[src/rtl/mem_port_arbiter.sv]
// mem_port_arbiter: round-robin write/read front end for a single-strobe mem,
// tracking the 1-cycle read latency and buffering responses in a 2-entry FIFO.
module mem_port_arbiter #(
   parameter int DATA_WIDTH = 8,
   parameter int MAX_ADR    = 100,
   parameter int ADDRSIZE   = $clog2(MAX_ADR)
) (
   input  logic                  clk,
   input  logic                  rst,
   input  logic                  wr_valid,
   output logic                  wr_ready,
   input  logic [ADDRSIZE-1:0]   wr_addr,
   input  logic [DATA_WIDTH-1:0] wr_data,
   input  logic                  rq_valid,
   output logic                  rq_ready,
   input  logic [ADDRSIZE-1:0]   rq_addr,
   output logic                  rs_valid,
   input  logic                  rs_ready,
   output logic [DATA_WIDTH-1:0] rs_data,
   output logic                  rs_err,
   output logic [7:0]            drop_cnt,
   output logic                  mem_rd_en,
   output logic [ADDRSIZE-1:0]   mem_rd_addr,
   input  logic [DATA_WIDTH-1:0] mem_rd_data,
   output logic                  mem_wr_en,
   output logic [ADDRSIZE-1:0]   mem_wr_addr,
   output logic [DATA_WIDTH-1:0] mem_wr_data
);
   logic [1:0]            cnt, eff;
   logic                  pending, pending_err, last_rd;
   logic [DATA_WIDTH-1:0] h_d, t_d, push_d;
   logic                  h_e, t_e;
   logic                  wr_ok, rd_ok, pop, rd_space, grant_rd, wr_fire, rd_fire;
   assign rs_valid    = cnt != 2'd0;
   assign rs_data     = h_d;
   assign rs_err      = h_e;
   assign mem_rd_addr = rq_addr;
   assign mem_wr_addr = wr_addr;
   assign mem_wr_data = wr_data;
   always_comb begin
      wr_ok    = int'(wr_addr) < MAX_ADR;
      rd_ok    = int'(rq_addr) < MAX_ADR;
      pop      = rs_valid & rs_ready;
      // a response leaving this cycle frees its slot, so back-to-back reads keep full rate
      rd_space = ({1'b0, cnt} + {2'b0, pending}) < (3'd2 + {2'b0, pop});
      grant_rd = !rst && rq_valid && rd_space && !(wr_valid && last_rd);
      rq_ready = grant_rd;
      wr_ready = !rst && !grant_rd;
      wr_fire  = wr_valid & wr_ready;
      rd_fire  = rq_valid & rq_ready;
      mem_wr_en = wr_fire & wr_ok;
      mem_rd_en = rd_fire & rd_ok;
      eff      = cnt - {1'b0, pop};
      push_d   = pending_err ? '0 : mem_rd_data;
   end
   always_ff @(posedge clk or posedge rst)
      if (rst) begin
         cnt         <= '0;
         pending     <= 1'b0;
         pending_err <= 1'b0;
         last_rd     <= 1'b0;
         drop_cnt    <= '0;
         h_d         <= '0;
         h_e         <= 1'b0;
         t_d         <= '0;
         t_e         <= 1'b0;
      end else begin
         pending     <= rd_fire;
         pending_err <= rd_fire & ~rd_ok;
         if (wr_fire | rd_fire) last_rd <= rd_fire;
         if (wr_fire && !wr_ok && drop_cnt != 8'hff) drop_cnt <= drop_cnt + 8'd1;
         if (pending && eff == 2'd0) {h_d, h_e} <= {push_d, pending_err};
         else if (pop) {h_d, h_e} <= {t_d, t_e};
         if (pending && eff == 2'd1) {t_d, t_e} <= {push_d, pending_err};
         cnt <= cnt + {1'b0, pending} - {1'b0, pop};
      end
   always_ff @(posedge clk)
      if (!rst) assert (!(pending && cnt == 2'd2));
endmodule

[config.mk]
export PLATFORM = sky130hd
export DESIGN_NAME = mem_port_arbiter
export DESIGN_NICKNAME = d
export VERILOG_FILES = /design/src/rtl/mem_port_arbiter.sv
export SDC_FILE = /design/constraint.sdc
export NUM_CORES = 1
export LEC_CHECK = 0
export ABC_CLOCK_PERIOD_IN_PS = 6600
export CELL_PAD_IN_SITES_DETAIL_PLACEMENT = 1
export CELL_PAD_IN_SITES_GLOBAL_PLACEMENT = 2
export CORE_AREA = 2 2 85 87
export CTS_CLUSTER_SIZE = 16
export DETAILED_ROUTE_END_ITERATION = 7
export DIE_AREA = 0 0 87 89
export PLACE_DENSITY = 0.94
export SKIP_CTS_REPAIR_TIMING = 1
export SYNTH_ARGS = -nofsm -noshare
export SYNTH_HDL_FRONTEND = slang
export SYNTH_SLANG_ARGS = --single-unit
[constraint.sdc]
create_clock -name clk -period 6.6 [get_ports clk]
set_input_delay 1.65 -clock clk [delete_from_list [all_inputs] [get_ports clk]]
set_output_delay 1.65 -clock clk [all_outputs]
set_load 0.01 [all_outputs]
=== Yosys cells after proc, flatten, opt, wreduce, memory -nomap -nowiden ===
Index checks and enable logic that the tools add are counted.
Widths: inputs -> output; s select.

* Flip-flop bits (word level): 31
* Input bits: 35
* Output and inout port bits: 44

* $add $sub $neg: 6
* Magnitude comparators: 3
* Equal/unequal tests: 2
* Mux-type cells: 5
* Bitwise gates (word level): 8
* Reduce and logical (&&, ||, !) cells: 16

{| class="wikitable"
|+ Operators with widths
! operator !! count
|-
| $mux 8 || 3
|-
| $lt 7x7->1 const B || 2
|-
| $logic_and 1x1->1 || 9
|-
| $add 8x1->8 const B || 1
|-
| $ne 8x8->1 const B || 1
|-
| $and 1x1->1 || 6
|-
| $logic_not 1->1 || 4
|-
| $reduce_bool 2->1 || 2
|-
| $sub 2x1->2 || 2
|-
| $add 2x1->3 || 1
|-
| $add 2x1->3 const A || 1
|-
| $lt 3x3->1 || 1
|-
| $add 2x1->2 || 1
|-
| $eq 2x1->1 const B || 1
|-
| $logic_not 2->1 || 1
|-
| $mux 1 || 2
|-
| $not 1->1 || 1
|-
| $or 1x1->1 || 1
|}

=== Depth between registers and ports, before layout ===
* Depth in word-level cells: 11
* Depth in mapped cells: 8
* Gate-level depth less buffers: 7

=== Worst setup path after synthesis ===
No wires, ideal clock.

* Path type: input to output
* Start point: input port wr_valid
* End point: output port mem_rd_en
* Arrival: 2597 ps
* Data required time: 4950 ps
* Path slack: 2353 ps
* Stages: 4
* Path through: a22o_1 > a2111oi_4 > buf_6 > and2_1

* Longest elaborated chain between the ends: 5

{| class="wikitable"
|+ Ends and longest elaborated chain
! what !! RTL line !! RTL
|-
| from (decl) || 10 || <nowiki>input logic wr_valid,</nowiki>
|-
| $logic_and 1x1->1 || 46 || <nowiki>grant_rd = !rst && rq_valid && rd_space && !(wr_valid && last_rd);</nowiki>
|-
| $logic_not 1->1 || 46 ||
|-
| $logic_and 1x1->1 || 46 ||
|-
| via rq_ready || 15 || <nowiki>output logic rq_ready,</nowiki>
|-
| $and 1x1->1 || 50 || <nowiki>rd_fire = rq_valid & rq_ready;</nowiki>
|-
| $and 1x1->1 || 52 || <nowiki>mem_rd_en = rd_fire & rd_ok;</nowiki>
|-
| to (decl) || 22 || <nowiki>output logic mem_rd_en,</nowiki>
|}

The timed path passes the listed nets, and every way through them passes these cells.

=== Final worst setup path ===
* Start point: input port rs_ready
* End point: output port rq_ready

* Longest elaborated chain between the ends: 5

{| class="wikitable"
|+ Ends and longest elaborated chain
! what !! RTL line !! RTL
|-
| from (decl) || 18 || <nowiki>input logic rs_ready,</nowiki>
|-
| $and 1x1->1 || 43 || <nowiki>pop = rs_valid & rs_ready;</nowiki>
|-
| $add 2x1->3 || 45 || <nowiki>rd_space = ({1'b0, cnt} + {2'b0, pending}) < (3'd2 + {2'b0, pop});</nowiki>
|-
| $lt 3x3->1 || 45 ||
|-
| $logic_and 1x1->1 (2 in series) || 46 ||
|-
| to (decl) || 15 ||
|}

Every way passes these cells.

==> run_results.csv <==
group,metric,value,unit
logic_synthesis,synth-seq-cells,31,
global_routing,grtUsageTotal,11.6,%
timing,final.setup.tns,0,ps
floorplanning,die_area,0.00774,mm^2
logic_synthesis,synth-main-ff-cell,"dfrtp_1",
setup_path,cp_num_buf_inv,3,
routing,firstDrtPassIters,4,
clocking,cts_tree,"done",
timing,fin_crit_sh,80.1,%
placed_design,io_buffers,54,
clocking,cts_sinks,31,
routing,vias_per_cell,4.70,
layout,layout_commonest_cell,"clkdlybuf4s50_1",
setup_path,critPathTopFamily,"buffers and inverters",
layout,area_delta_synth_final,33.8,%
floorplanning,pin_count,79,
global_routing,antenna_found_initial,0,
placed_design,gp_congestion,0.738,
setup_path,worst_path_largest_cell_delay,550,ps
logic_synthesis,synth_top_cell_area_share,44.9,%
logic_synthesis,netlist_instances,171,
hold_path,hold_path.class,"register to register",
flow_run,drv_cap,0,
timing,rsz0062_at_grt,"no",
logic_synthesis,synth_edf_count,0,
global_routing,grt_max_degree,32,
global_routing,grt_first_pass_wirelength,7040,um
routing,ant_nets,0,
routing,wirelength,4120,um
logic_synthesis,yosys-top-cells-area,"dfrtp_1 (45%), buf_4 (9.6%), mux2_2 (6.5%)",
layout,num_antenna_cells,0,
routing,drt_iter0_drc,42,
timing,clock_skew,6.43,ps
setup_path,cpMostUsedCell,"clkdlybuf4s50_1",
setup_path,cpMaxStageDelayCell,"clkdlybuf4s50_1",
logic_synthesis,synth.avg_cell_area,10.1,um^2
clocking,htreeDepth,2,
placed_design,hpwl,3070,um
layout,drive_gt1_share,12.4,%
timing,tightest_slew,671,ps
floorplanning,num_rows,30,
clocking,clkTransAtPathRegs,60,ps
setup_path,cp-start-kind,"input pin",
clocking,cts_root_buf,"clkbuf_8",
clocking,clockBufferDepth,2,
global_routing,grt_pass1_vias,1516,
clocking,clock_latency,280,ps
timing,fmax,189,MHz
timing,drv_slew,0,
logic_synthesis,netlist-cell-type-count,34,
clocking,cts_buffers,5,
global_routing,grt_overflow_total,0,
logic_synthesis,synth_warnings,0,
setup_path,critPathKind,"input pin to primary output",
timing,min_period,5290,ps
layout,final_cell_mix,"clkdlybuf4s50_1 (54), dfrtp_1 (31), nand2_1 (23)",
floorplanning,start_util,25.7,%
setup_path,crit_chain,"clkdlybuf4s50_1 -> o21ai_2 -> a2111oi_4 -> buf_4 -> clkdlybuf4s50_1",
setup_path,cp_max_fo,12,
setup_path,cp.arrival,3640,ps
timing,hold_violations,0,
power,power_density,361,mW/mm^2
layout,nFillCells,749,
logic_synthesis,async_flop_share,100,%
timing,finalSetupViolations,0,
routing,wl_per_cell,14.3,um
floorplanning,core_region_area,0.00672,mm^2
floorplanning,die_width,87,um
routing,drcViolationCount,0,
power,leakagePower,0.981,nW
routing,vias,1358,
setup_path,crit_required,4950,ps
logic_synthesis,netlist_area,0.00173,mm^2
logic_synthesis,yosysTopAreaCell,"dfrtp_1",
power,ir_drop,0.000124,V
status,outcome,"complete, no violations",
timing,whs,484,ps
setup_path,cp-end-kind,"primary output",
logic_synthesis,syn_nets,212,
timing,slew_headroom,55.1,%
layout,final_nets,249,
floorplanning,die_h,89,um
logic_synthesis,seq_area_frac_synth,44.9,%
## layout make-up
class                           instances  area [um^2]  area share (%)
Tap cell                               80          100            4.33
Clock inverter                          2         35.0            1.51
Timing Repair Buffer                   56          556            24.0
Multi-Input combinational cell        108          742            32.1
Clock buffer                            6         82.6            3.57
Sequential cell                        31          776            33.5
Inverter                                6         22.5           0.973
## path summary, 6_finish.rpt
kind,startpoint,to,slack [ps],depth (start not counted)
max in group asynchronous,rst,rs_data[2],4470,3
max,rs_ready,rq_ready,1310,5
min,last_rd,last_rd,480,2
min in group asynchronous,rst,drop_cnt[5],1840,3
max reg2reg,cnt[1],rs_err,3590,7
min reg2reg,last_rd,last_rd,480,2
## routing by layer
metal | vias to the layer above | routed length [um] | GRT usage (%)
li1 | 634 | - | -
met5 | - | 0 | 0
met1 | 675 | 1790 | 13.9
met2 | 44 | 2080 | 20.2
met4 | 0 | 36 | 3.27
met3 | 5 | 220 | 3.32
## per-stage QoR
| stage | power [mW] | cells | utilization (%) | setup WS [ps] | cell area (um^2) |
|---|---|---|---|---|---|
| final | 0.834 | 289 | 34.4 | 1310 | 2310 |
| after global routing | 0.901 | 289 | 34.4 | 1190 | 2310 |
| after CTS | 0.850 | 289 | 34.4 | 1300 | 2310 |
| after detailed placement | 0.653 | 281 | 32.7 | 1300 | 2200 |
| after global placement | 0.635 | 281 | 32.7 | 1310 | 2200 |
| after floorplan | 0.512 | 171 | - | 2350 | 1730 |
## power breakdown
part,total [mW],internal [mW],switching [mW]
clock network,0.192,0.122,0.0699
registers,0.321,0.261,0.0597
logic,0.322,0.179,0.142
total,0.834,0.562,0.272
## synth_stat cells, types with 2 or more instances
cell	n
nor3_1	3
dfrtp_1	31
xnor2_1	3
nor4b_1	2
buf_4	22
a31oi_1	9
nand3_1	5
nor2b_1	8
mux2_2	10
nand2_1	23
ha_1	6
nand2b_1	4
nor2_1	13
nor4_1	3
xor2_1	5
clkbuf_1	2
inv_1	5
## cell families (layout without fill, tap and decap cells)
group / count (synthesis) / in the layout / synth area share [%]
multiplexers: 12 / 12 / 8.03
XOR/XNOR: 8 / 8 / 4.05
AND/OR/NAND/NOR: 68 / 68 / 19.6
adder cells (fa/ha/maj): 6 / 6 / 4.34
flip-flops: 31 / 31 / 44.9
AO/OA/AOI/OAI: 14 / 14 / 6.87
buffers and inverters: 32 / 70 / 12.2
## tightest hold or removal path, stage by stage (launching register included)
cell and delay [ps]:
dfrtp_1 350, nand2_1 50, nand2_1 50
## registers in the layout, summed over array words and instances (netlist names), 2 cells and up
register  cells
cnt           2
drop_cnt      8
rs_data       8
t_d           8
Note: power is estimated with default switching activity, not from simulation.
